==> src/rtl/vga_pkg.sv <==
// Shared types, defaults and colour helpers for the VGA pattern generator.
package vga_pkg;

  localparam int unsigned COORD_W      = 12;
  localparam int unsigned H_ACTIVE_DEF = 640;
  localparam int unsigned V_ACTIVE_DEF = 480;
  localparam int unsigned BOX_SIZE_DEF = 32;
  localparam int unsigned BAR_W_DEF    = 80;

  typedef enum logic [1:0] {
    MODE_BARS  = 2'd0,
    MODE_CHECK = 2'd1,
    MODE_BOX   = 2'd2,
    MODE_RSVD  = 2'd3
  } mode_e;

  // bit1 set = moving up, bit0 set = moving left
  typedef enum logic [1:0] {
    MOVE_DR = 2'b00,
    MOVE_DL = 2'b01,
    MOVE_UR = 2'b10,
    MOVE_UL = 2'b11
  } box_dir_e;

  typedef struct packed {
    logic [7:0] r;
    logic [7:0] g;
    logic [7:0] b;
  } rgb_t;

  localparam rgb_t C_WHITE   = 24'hFF_FF_FF;
  localparam rgb_t C_YELLOW  = 24'hFF_FF_00;
  localparam rgb_t C_CYAN    = 24'h00_FF_FF;
  localparam rgb_t C_GREEN   = 24'h00_FF_00;
  localparam rgb_t C_MAGENTA = 24'hFF_00_FF;
  localparam rgb_t C_RED     = 24'hFF_00_00;
  localparam rgb_t C_BLUE    = 24'h00_00_FF;
  localparam rgb_t C_BLACK   = 24'h00_00_00;
  localparam rgb_t C_BG      = 24'h20_20_20;

  // Number of bar boundaries at or left of x; saturates at 7 without a divider.
  function automatic logic [2:0] bar_index(input logic [COORD_W-1:0] x,
                                           input int unsigned bar_w);
    logic [2:0] idx;
    idx = 3'd0;
    for (int unsigned i = 1; i < 8; i++) begin
      if (32'(x) >= i * bar_w) idx = 3'(i);
    end
    return idx;
  endfunction

  function automatic rgb_t bar_colour(input logic [2:0] idx);
    rgb_t c;
    case (idx)
      3'd0:    c = C_WHITE;
      3'd1:    c = C_YELLOW;
      3'd2:    c = C_CYAN;
      3'd3:    c = C_GREEN;
      3'd4:    c = C_MAGENTA;
      3'd5:    c = C_RED;
      3'd6:    c = C_BLUE;
      default: c = C_BLACK;
    endcase
    return c;
  endfunction

endpackage

==> src/rtl/vga_box_animator.sv <==
// Bouncing-box position/direction FSM, stepping one pixel per axis on each frame tick.
module vga_box_animator
  import vga_pkg::*;
#(
  parameter int unsigned H_ACTIVE = H_ACTIVE_DEF,
  parameter int unsigned V_ACTIVE = V_ACTIVE_DEF,
  parameter int unsigned BOX_SIZE = BOX_SIZE_DEF
) (
  input  logic               clk_in,
  input  logic               rst,
  input  logic               frame_tick,
  output logic [COORD_W-1:0] box_x,
  output logic [COORD_W-1:0] box_y
);

  localparam logic [COORD_W-1:0] X_LIM = COORD_W'(H_ACTIVE - BOX_SIZE);
  localparam logic [COORD_W-1:0] Y_LIM = COORD_W'(V_ACTIVE - BOX_SIZE);

  box_dir_e           r_dir;
  box_dir_e           w_dir_next;
  logic [COORD_W-1:0] r_box_x;
  logic [COORD_W-1:0] r_box_y;
  logic [COORD_W-1:0] w_x_next;
  logic [COORD_W-1:0] w_y_next;
  logic               w_left;
  logic               w_up;
  logic               w_left_next;
  logic               w_up_next;

  always_ff @(posedge clk_in) begin
    if (rst) begin
      r_dir   <= MOVE_DR;
      r_box_x <= '0;
      r_box_y <= '0;
    end else begin
      r_dir   <= w_dir_next;
      r_box_x <= w_x_next;
      r_box_y <= w_y_next;
    end
  end

  // Step, then reverse an axis on the same tick it lands on its edge.
  always_comb begin
    w_x_next    = r_box_x;
    w_y_next    = r_box_y;
    w_dir_next  = r_dir;
    w_left      = r_dir[0];
    w_up        = r_dir[1];
    w_left_next = w_left;
    w_up_next   = w_up;
    if (frame_tick) begin
      if (w_left) begin
        w_x_next    = r_box_x - COORD_W'(1);
        w_left_next = (w_x_next != '0);
      end else begin
        w_x_next    = r_box_x + COORD_W'(1);
        w_left_next = (w_x_next == X_LIM);
      end
      if (w_up) begin
        w_y_next  = r_box_y - COORD_W'(1);
        w_up_next = (w_y_next != '0);
      end else begin
        w_y_next  = r_box_y + COORD_W'(1);
        w_up_next = (w_y_next == Y_LIM);
      end
      w_dir_next = box_dir_e'({w_up_next, w_left_next});
    end
  end

  assign box_x = r_box_x;
  assign box_y = r_box_y;

endmodule

==> src/rtl/vga_pattern_gen.sv <==
// Two-stage pixel-enable pipeline producing bars / checker / bouncing-box colours.
// Optional white screen border when PATTERN_BORDER_EN is defined.
module vga_pattern_gen
  import vga_pkg::*;
#(
  parameter int unsigned H_ACTIVE = H_ACTIVE_DEF,
  parameter int unsigned V_ACTIVE = V_ACTIVE_DEF,
  parameter int unsigned BOX_SIZE = BOX_SIZE_DEF,
  parameter int unsigned BAR_W    = BAR_W_DEF
) (
  input  logic        clk_in,
  input  logic        rst,
  input  logic        clock_div,
  input  logic [11:0] xpose,
  input  logic [11:0] ypose,
  input  logic        disp_active,
  input  logic [1:0]  mode,
  output logic [7:0]  R,
  output logic [7:0]  G,
  output logic [7:0]  A,
  output logic        frame_tick
);

  logic               w_tick;
  logic               r_frame_tick;
  mode_e              r_mode;
  logic [COORD_W-1:0] r_s1_x;
  logic [COORD_W-1:0] r_s1_y;
  logic               r_s1_de;
  rgb_t               r_rgb;
  rgb_t               w_pix;
  logic [COORD_W-1:0] w_box_x;
  logic [COORD_W-1:0] w_box_y;
  logic               w_in_box;

  assign w_tick = clock_div && (xpose == '0) && (ypose == COORD_W'(V_ACTIVE));

  vga_box_animator #(
    .H_ACTIVE (H_ACTIVE),
    .V_ACTIVE (V_ACTIVE),
    .BOX_SIZE (BOX_SIZE)
  ) u_box (
    .clk_in     (clk_in),
    .rst        (rst),
    .frame_tick (r_frame_tick),
    .box_x      (w_box_x),
    .box_y      (w_box_y)
  );

  // Mode is sampled at the frame boundary; pipeline stages move only on pixel enables.
  always_ff @(posedge clk_in) begin
    if (rst) begin
      r_frame_tick <= 1'b0;
      r_mode       <= MODE_BARS;
      r_s1_x       <= '0;
      r_s1_y       <= '0;
      r_s1_de      <= 1'b0;
      r_rgb        <= C_BLACK;
    end else begin
      r_frame_tick <= w_tick;
      if (w_tick) r_mode <= mode_e'(mode);
      if (clock_div) begin
        r_s1_x  <= xpose;
        r_s1_y  <= ypose;
        r_s1_de <= disp_active;
        r_rgb   <= w_pix;
      end
    end
  end

  assign w_in_box = (r_s1_x >= w_box_x) && (r_s1_x < w_box_x + COORD_W'(BOX_SIZE)) &&
                    (r_s1_y >= w_box_y) && (r_s1_y < w_box_y + COORD_W'(BOX_SIZE));

  always_comb begin
    w_pix = C_BLACK;
    if (r_s1_de) begin
      case (r_mode)
        MODE_CHECK: w_pix = (r_s1_x[4] ^ r_s1_y[4]) ? C_WHITE : C_BLACK;
        MODE_BOX:   w_pix = w_in_box ? C_RED : C_BG;
        default:    w_pix = bar_colour(bar_index(r_s1_x, BAR_W));
      endcase
`ifdef PATTERN_BORDER_EN
      if ((r_s1_x == '0) || (r_s1_x == COORD_W'(H_ACTIVE - 1)) ||
          (r_s1_y == '0) || (r_s1_y == COORD_W'(V_ACTIVE - 1))) begin
        w_pix = C_WHITE;
      end
`endif
    end
  end

  assign R          = r_rgb.r;
  assign G          = r_rgb.g;
  assign A          = r_rgb.b;
  assign frame_tick = r_frame_tick;

endmodule

==> config.mk <==
export PLATFORM = sky130hd
export DESIGN_NAME = vga_pattern_gen
export DESIGN_NICKNAME = d
export VERILOG_FILES = /design/src/rtl/vga_pkg.sv /design/src/rtl/vga_box_animator.sv /design/src/rtl/vga_pattern_gen.sv
export SDC_FILE = /design/constraint.sdc
export NUM_CORES = 1
export LEC_CHECK = 0
export BUFFER_PORTS_ARGS = -buffer_cell sky130_fd_sc_hd__buf_2
export CAP_MARGIN = 20
export CORE_MARGIN = 2
export CORE_UTILIZATION = 30
export CTS_BUF_LIST = sky130_fd_sc_hd__clkbuf_8
export CTS_CLUSTER_DIAMETER = 50
export DETAILED_ROUTE_END_ITERATION = 10
export GPL_TIMING_DRIVEN = 0
export HOLD_SLACK_MARGIN = 0.15
export PLACE_DENSITY = 0.51
export SETUP_SLACK_MARGIN = 0.4
export SYNTH_ARGS = -nofsm -noshare
export SYNTH_HDL_FRONTEND = slang
export SYNTH_SLANG_ARGS = --single-unit
==> constraint.sdc <==
create_clock -name clk_in -period 3.7 [get_ports clk_in]
set_clock_uncertainty 0.1 [all_clocks]
set_input_delay 0.37 -clock clk_in [delete_from_list [all_inputs] [get_ports clk_in]]
set_output_delay 0.37 -clock clk_in [all_outputs]
set_load 0.005 [all_outputs]
==> results of run 1 <==
==> flip-flops by register name, summed over array words and instances (netlist names) <==
signal       count
R                2
G                2
A                2
frame_tick       1
u_box.r_dir      2
r_s1_de          1
r_s1_x          12
u_box.box_x     12
r_s1_y          12
r_mode           2
u_box.box_y     12
==> synthesized netlist by cell type, types with 5 or more instances <==
library cell / n
o21ai_0: 18
dfxtp_1: 60
nor2_1: 69
nand4_1: 15
nand3_1: 18
clkbuf_1: 13
nor4_1: 11
nor3_1: 11
nand2_1: 41
a21oi_1: 22
a211oi_1: 6
mux2i_1: 27
nor2b_1: 5
ha_1: 50
a21o_1: 10
and3_1: 8
buf_4: 18
inv_1: 34
xnor2_1: 40
==> worst register-to-register path: stages, from the launching register on <==
cell	delay (ps)
dfxtp_1	520
inv_1	230
ha_1	320
inv_1	40
ha_1	310
a21o_1	170
a21oi_1	160
a21oi_1	100
or4_1	530
nor4_2	270
o22ai_1	140
==> power groups by stage <==
stage	logic [mW]	registers [mW]	clock network (mW)
CTS	0.197	0.686	0.556
global placement	0.189	0.700	0
global route	0.222	0.688	0.584
finish	0.198	0.685	0.538
detailed placement	0.194	0.701	0
floorplan	0.130	0.692	0
==> worst paths after layout <==
| check | to | cells past startpoint | slack [ps] | start |
|---|---|---|---|---|
| worst max register to register | G[5]$_SDFFE_PP0P_ | 10 | 660 | u_box.box_x[5]$_SDFFE_PP0P_ |
| worst min-delay path | r_mode[0]$_SDFFE_PP0P_ | 3 | 170 | mode[0] |
| worst min register to register | R[5]$_SDFFE_PP0P_ | 2 | 390 | R[5]$_SDFFE_PP0P_ |
| worst max-delay path | G[5]$_SDFFE_PP0P_ | 10 | 660 | u_box.box_x[5]$_SDFFE_PP0P_ |
==> repair_timing <==
action,4_1_cts,5_1_grt
hold buffers,2,0
gates resized for setup,0,3
setup endpoints to repair,0,3
endpoints found under the hold margin,2,0
==> layout make-up <==
type | count | area [um^2] | area share [%]
multi-input combinational | 421 | 2957 | 56.95
sequential | 60 | 1201 | 23.14
timing repair buffer | 54 | 280.3 | 5.399
tap | 184 | 230.2 | 4.435
buffer | 39 | 220.2 | 4.242
clock buffer | 10 | 137.6 | 2.651
inverter | 36 | 135.1 | 2.603
clock inverter | 5 | 30.03 | 0.5785
==> cell families after synthesis <==
group / synth area share, %
and+or+nand+nor: 23.44
AOI/OAI and AO/OA: 13.77
buffers and inverters: 7.859
DFF: 26.66
adders and majority gates: 14.11
xor gates and xnor gates: 8.165
muxes: 5.998
==> metal layers <==
layer / wire [um] / part of all wire [%] / global-route usage, %
met5: 0 / 0 / 0
met1: 5854 / 46 / 21.13
met2: 6092 / 47 / 26.55
met3: 659 / 5.1 / 3.880
met4: 227 / 1.8 / 5.947
==> metrics by stage <==
step | setup WS (ps) | total power [mW]
4_1_cts | 436.3 | 1.439
6_report | 664.3 | 1.421
3_5_place_dp | 458.8 | 0.8945
3_3_place_gp | 427.9 | 0.8887
2_1_floorplan | 860.7 | 0.8220
5_1_grt | 513.9 | 1.494
==> flow_summary.toml, run 1 <==
[power_and_ir_drop]
seqPwrFrac_pct = 48.2
power_density_nw_per_um2 = 273.7
peakVddDrop_mv = 0.1853
power.switching_mw = 0.4123
combinationalPowerShare_pct = 13.9
swShare_pct = 29.02
intPower_mw = 1.009
clock_power_share_pct = 37.8
p_leak_nw = 2.168

[route]
drt_first_pass_iters = 5
drtAntennaViolNets = 0
drc = 0
via_per_inst = 5.121
num_vias = 4143
drt-total-wl_um = 12830
wl_per_cell_um = 15.86
drt_iter0_drc = 209

[worst_setup_path]
cpPeakStageDelay_ps = 530
required_ps = 3820
cp-end-kind = "flop"
cpMaxStageDelayCell = "or4_1"
start_kind = "flop"
critPathTopFamily = "simple AND/OR/NAND/NOR gates"
worstPathArrival_ps = 3150
path_buf_inv = 2
path_cells = "inv_1, ha_1, inv_1, ha_1, a21o_1, a21oi_1, a21oi_1, or4_1, nor4_2, o22ai_1"
path_class = "reg -> reg"
cp_max_fo = 8

[placed_design]
port_buffers = 52
post-place-cells = 792
dp_hpwl_um = 9957
placed_cell_area_um2 = 4996
gp_congestion = 0.9109

[clock_network]
clockBufferDepth = 2
cts_setup_buffers = 0
insertion_delay_ps = 360
clockRootBuffer = "clkbuf_8"
cts_made_buffers = 9
cts_num_sinks = 60
htreeDepth = 3
cts.clk_slew.worst_paths_ps = 70
cts_tree = "built"

[final_layout]
syn_to_final_growth_pct = 15.22
final_layout_size_suffix_gt1_share_pct = 16.32
fin_util_pct = 35.58
final_cell_mix = "nor2_1, dfxtp_1, buf_2"
layout_commonest_cell = "nor2_1"
diodes = 0
nNetsFinal = 701
final_cell_count_no_fill = 809
fill_cells = 1524
design_area_um2 = 5191

[sta]
holdWs_ps = 165.9
worstMarginPinSlew_ps = 912.6
maxSlewViolCount = 0
fmax_mhz = 329.4
setup-violations-final = 0
final.setup.tns_ps = 0
rsz0062_at_grt = "no"
finalCritPeriodShare_pct = 82.05
relSlewSlack_pct = 37.58
post-route-min-period_ps = 3036
hold_viol = 0

[yosys]
ys_seq_area_share_pct = 26.66
ys_ff_latch = 60
synthCells = 556
synth_edf_count = 0
ys.flop_type = "dfxtp_1"
synth.distinct_cells = 61
synth_area_leaders = "dfxtp_1, ha_1, xnor2_1, mux2i_1, nor2_1"
synth_warnings = 0
post-synth-top-area-cell = "dfxtp_1"
synth_async_sr_flop_share_pct = 0
netlist_area_um2 = 4506
syn_nets = 636
synth_top_area_share_pct = 26.66
synth.avg_cell_area_um2 = 8.104

[global_route]
overflow = 0
grt_start_max_net_pins = 11
grt_pass1_vias = 4064
grt_use_total_pct = 16.34
antenna_found_initial = 0
grt_pass1_wl_um = 20880

[floorplan]
core_area_um2 = 14590
die_area_um2 = 16010
ios = 55
fp-row-count = 44
die-height_um = 126.6
initial_utilization_pct = 30.88
die_w_um = 126.6

[min_path]
hold_path_class = "in -> reg"

[run]
drv_cap = 0

[outcome]
status = "completed"
No activity file was read; power rests on OpenSTA's default activity.
==> inputs of run 2 (changes only) <==
--- a/config.mk
+++ b/config.mk
@@ -14,7 +14,7 @@
 export DETAILED_ROUTE_END_ITERATION = 10
 export GPL_TIMING_DRIVEN = 0
 export HOLD_SLACK_MARGIN = 0.15
-export PLACE_DENSITY = 0.51
+export PLACE_DENSITY = 0.52
 export SETUP_SLACK_MARGIN = 0.4
 export SYNTH_ARGS = -nofsm -noshare
 export SYNTH_HDL_FRONTEND = slang
==> constraint.sdc (replaced) <==
create_clock -name clk_in -period 2.51 [get_ports clk_in]
set_clock_uncertainty 0.1 [all_clocks]
set_input_delay 0.251 -clock clk_in [delete_from_list [all_inputs] [get_ports clk_in]]
set_output_delay 0.251 -clock clk_in [all_outputs]
set_load 0.005 [all_outputs]
==> run 2 against run 1 <==
Net effect:
- the flow now finishes with violations (setup timing)
- critical path type unchanged
- sequential power up 46%
- critical path depth up 1
- design area grew 14%
- global-route usage increased by 1.2 points
- die area did not move
- first-iteration DRC count grew 20%
- clock power up 110%
- worst setup slack got worse by 820 ps
==> flow_summary.toml, run 2 (synthesis results as in run 1) <==
[outcome]
status = "finished with violations"
violations = "setup timing"

[route]
drtAntennaViolNets = 0
wl_per_cell_um = 16.22
drt_iter0_drc = 250
drt_first_pass_iters = 5
drt-total-wl_um = 13790
num_vias = 4320
via_per_inst = 5.082
drc = 0

[clock_network]
cts_made_buffers = 9
cts_num_sinks = 60
clockBufferDepth = 2
clockRootBuffer = "clkbuf_8"
insertion_delay_ps = 360
cts.clk_slew.worst_paths_ps = 70
htreeDepth = 3
cts_tree = "built"

[power_and_ir_drop]
p_leak_nw = 2.484
clock_power_share_pct = 45.3
power_density_nw_per_um2 = 417.9
seqPwrFrac_pct = 40.6
swShare_pct = 24.92
peakVddDrop_mv = 0.2916
combinationalPowerShare_pct = 14.1
intPower_mw = 1.851
power.switching_mw = 0.6144
finalPower_mw = 2.465

[placed_design]
gp_congestion = 0.8982
dp_hpwl_um = 9961
preCtsSetupSlack_ps = -467.8
port_buffers = 52

[sta]
setup-violations-final = 3
fin_ws_ps = -152.1
relSlewSlack_pct = 45.91
finalCritPeriodShare_pct = 106.1
post-route-min-period_ps = 2662
hold_viol = 0
fmax_mhz = 375.6
rsz0062_at_grt = "yes"
worstMarginPinSlew_ps = 811.4
maxSlewViolCount = 0

[worst_setup_path]
cp_max_fo = 4
path_class = "reg -> reg"
cpMaxStageDelayCell = "or4_4"
required_ps = 2630
cp-end-kind = "flop"
start_kind = "flop"
worstPathArrival_ps = 2780
path_cells = "buf_8, nand3_4, nor3_4, xnor2_1, ha_1, a21oi_1, nand2_1, a211o_1, or4_4, nor4_4, o22ai_1"
cpPeakStageDelay_ps = 440

[global_route]
grt_pass1_vias = 4293
overflow = 0
grt_use_total_pct = 17.52
grt_pass1_wl_um = 22330
antenna_found_initial = 0
grt_start_max_net_pins = 11

[final_layout]
final_layout_size_suffix_gt1_share_pct = 25.23
diodes = 0
syn_to_final_growth_pct = 30.94
layout_commonest_cell = "nor2_1"
final_cell_mix = "nor2_1, buf_2, dfxtp_1"
nNetsFinal = 741

[run]
drv_cap = 0

[floorplan]
die_area_um2 = 16010
die-height_um = 126.6
die_w_um = 126.6
ios = 55
initial_utilization_pct = 30.88
fp-row-count = 44
core_area_um2 = 14590

[min_path]
hold_path_class = "in -> reg"
## run 2: changes by cell type in the layout (fill, tap and decap cells not counted), sizes merged
cell         before  now
dlygate4sd3       2   27
clkinv            4    2
clkinvlp          1    0
clkbuf           23   24
buf              78   93
bufinv            0    3
## run 2: final timing paths
kind                            endpoint  cells after the start  slack, ps                        start
setup reg to reg       A[5]$_SDFFE_PP0P_                     11       -150  u_box.box_y[7]$_SDFFE_PP0P_
hold reg to reg        R[5]$_SDFFE_PP0P_                      2        380            R[5]$_SDFFE_PP0P_
setup / recovery       A[5]$_SDFFE_PP0P_                     11       -150  u_box.box_y[7]$_SDFFE_PP0P_
hold / removal    r_s1_y[9]$_SDFFE_PP0P_                      3        230                    clock_div
## run 2: worst max-delay path: cells and delay by family, from the launching register on
family | cells | cell delay (ps)
XOR/XNOR | 1 | 80
buffers and inverters | 1 | 110
adder cells (fa/ha/maj) | 1 | 330
AND/OR/NAND/NOR | 5 | 990
AO/OA/AOI/OAI | 3 | 570
flip-flops | 1 | 340
## run 2: final cells by class
cell class	instances	area, um^2
buffer	39	237.7
clock buffer	11	151.4
clock inverter	5	98.84
fill	1451	8690
inverter	36	138.9
multi-input combinational	421	3163
sequential	60	1236
tap	184	230.2
timing repair buffer	94	643.1
## run 2: stage by stage
step | utilization (%) | TNS, ps | std cells | cell area, um^2 | hold WS, ps
after floorplan | - | -210.2 | 556 | 4573 | 298.2
after global placement | 34.71 | -1476 | 792 | 5064 | 359.2
after detailed placement | 34.71 | -1348 | 792 | 5064 | 359.6
after CTS | 39.89 | -178.2 | 849 | 5819 | 218.7
after global routing | 40.44 | -727.7 | 850 | 5899 | 224.9
final | 40.44 | -392.1 | 850 | 5899 | 226.8
## run 2: power by group through the flow
stage	logic [mW]	registers (mW)	clock network [mW]
after global routing	0.385	1.01	1.19
after floorplan	0.195	1.02	0
after CTS	0.342	1.00	1.14
after global placement	0.282	1.03	0
final	0.348	1.00	1.12
after detailed placement	0.289	1.03	0
## run 2: per-layer routing
layer  share of wire (%)  wire [um]  GRT usage (%)
met5                   0          0              0
met4                 1.8        246          5.495
met3                 4.6        634          4.175
met2                  49       6824          30.01
met1                  44       6083          21.72
## run 2: timing repair
item	in CTS	in global routing
pin swaps	7	10
hold buffers	27	0
buffers inserted	14	1
resized for setup	33	24
hold endpoints to repair	27	0
setup endpoints to repair	9	16
==> inputs of run 3 (changes only) <==
--- a/config.mk
+++ b/config.mk
@@ -9,7 +9,6 @@
 export CAP_MARGIN = 20
 export CORE_MARGIN = 2
 export CORE_UTILIZATION = 30
-export CTS_BUF_LIST = sky130_fd_sc_hd__clkbuf_8
 export CTS_CLUSTER_DIAMETER = 50
 export DETAILED_ROUTE_END_ITERATION = 10
 export GPL_TIMING_DRIVEN = 0
==> run 3 against run 2 <==
Net effect:
- the flow still finishes with violations (setup timing)
- first-iteration DRC count is 1.6% higher
- critical endpoint is now G[5]$_SDFFE_PP0P_
- clock power is 31% higher
- final cell count is 0.24% higher
- sequential power is essentially flat
- combinational power about the same
- power up 15%
- largest power group unchanged
- global-route usage barely moved
- hold slack better by 21 ps
==> flow_summary.toml, run 3 (synthesis results as in run 1) <==
[outcome]
status = "finished with violations"
violations = "setup timing"

[floorplan]
core_area_um2 = 14590
fp-row-count = 44
ios = 55
die_area_um2 = 16010
initial_utilization_pct = 30.88
die-height_um = 126.6
die_w_um = 126.6

[final_layout]
nNetsFinal = 743
design_area_um2 = 6036
final_cell_mix = "nor2_1, buf_2, dfxtp_1"
diodes = 0
syn_to_final_growth_pct = 33.96
layout_commonest_cell = "nor2_1"
final_layout_size_suffix_gt1_share_pct = 25.75

[global_route]
grt_use_total_pct = 17.48
overflow = 0
grt_start_max_net_pins = 11
antenna_found_initial = 0
grt_pass1_vias = 4267
grt_pass1_wl_um = 22260

[route]
num_vias = 4364
via_per_inst = 5.122
drt_first_pass_iters = 5
drtAntennaViolNets = 0
drc = 0
drt_iter0_drc = 254
drt-total-wl_um = 13780
wl_per_cell_um = 16.18

[worst_setup_path]
cp-end-kind = "flop"
start_kind = "flop"
cp_max_fo = 4
required_ps = 2600
worstPathArrival_ps = 2730
path_class = "reg -> reg"

[sta]
relSlewSlack_pct = 44.60
final.setup.tns_ps = -309.7
finalCritPeriodShare_pct = 105.2
holdWs_ps = 248.3
fmax_mhz = 378.8
post-route-min-period_ps = 2640
hold_viol = 0
worstMarginPinSlew_ps = 830.9
rsz0062_at_grt = "yes"
fin_ws_ps = -129.6
setup-violations-final = 3
maxSlewViolCount = 0

[run]
drv_cap = 0

[clock_network]
cts_num_sinks = 60
clockRootBuffer = "clkbuf_16"
cts_tree = "built"
clockBufferDepth = 2
insertion_delay_ps = 340
cts.clk_slew.worst_paths_ps = 50
htreeDepth = 3
cts_made_buffers = 9

[power_and_ir_drop]
peakVddDrop_mv = 0.2875
finalPower_mw = 2.825
power_density_nw_per_um2 = 468.0
p_leak_nw = 2.540

[placed_design]
port_buffers = 52
preCtsSetupSlack_ps = -467.8
placed_cell_area_um2 = 5064
gp_congestion = 0.8982
dp_hpwl_um = 9961

[min_path]
hold_path_class = "in -> reg"
-- run 3: changes by cell type in the layout (fill, tap and decap cells not counted), moves of 2 or more --
cell	previous run	this run
inv_4	1	3
clkbuf_8	11	2
inv_1	28	26
buf_4	34	36
clkbuf_16	0	9
-- run 3: metrics by stage --
step,util [%],instances
after CTS,40.55,849
after floorplan,-,556
after global placement,34.71,792
after global routing,41.37,852
after detailed placement,34.71,792
final,41.37,852
-- run 3: path summary, 6_finish.rpt --
check	depth (start not counted)	start	to	slack [ps]
worst min-delay path	3	clock_div	r_s1_y[9]$_SDFFE_PP0P_	250
worst max-delay path	11	u_box.box_y[7]$_SDFFE_PP0P_	G[5]$_SDFFE_PP0P_	-130
worst max register to register	11	u_box.box_y[7]$_SDFFE_PP0P_	G[5]$_SDFFE_PP0P_	-130
worst min register to register	2	R[5]$_SDFFE_PP0P_	R[5]$_SDFFE_PP0P_	370
-- run 3: cell type report --
cell class	instances	area, um^2
Buffer	39	237.7
Tap cell	184	230.2
Clock buffer	12	256.5
Inverter	36	143.9
Clock inverter	4	95.09
Timing Repair Buffer	96	658.1
Multi-Input combinational cell	421	3178
Sequential cell	60	1236
Fill cell	1439	8553
-- run 3: repair_timing --
item,CTS,global route
pin swaps,6,10
hold buffers,27,0
resized for setup,31,31
setup endpoints to repair,9,16
hold endpoints to repair,27,0
buffers inserted,14,3
-- run 3: critical path: stages (launching register included) --
cell and delay [ps]:
dfxtp_2 330, buf_8 100, nand3_4 80, nor3_4 120, xnor2_1 130, ha_1 270, a21oi_1 140, nand2_1 70
a211o_1 310, or4_4 440, nor4_4 280, o22ai_1 110
-- run 3: where the power goes --
group / internal, mW / total (mW) / switching [mW]
sequential: 0.971 / 1.00 / 0.0319
combinational: 0.173 / 0.348 / 0.175
clock: 1.02 / 1.47 / 0.452
total: 2.17 / 2.83 / 0.659
-- run 3: routing by layer --
layer / up-vias / global-route usage, % / part of all wire (%) / wire length (um)
met1: 2073 / 21.71 / 44 / 6103
met5: - / 0 / 0 / 0
met2: 101 / 29.60 / 49 / 6792
li1: 2170 / - / - / -
met4: 0 / 6.335 / 2.2 / 297
met3: 20 / 3.965 / 4.3 / 590
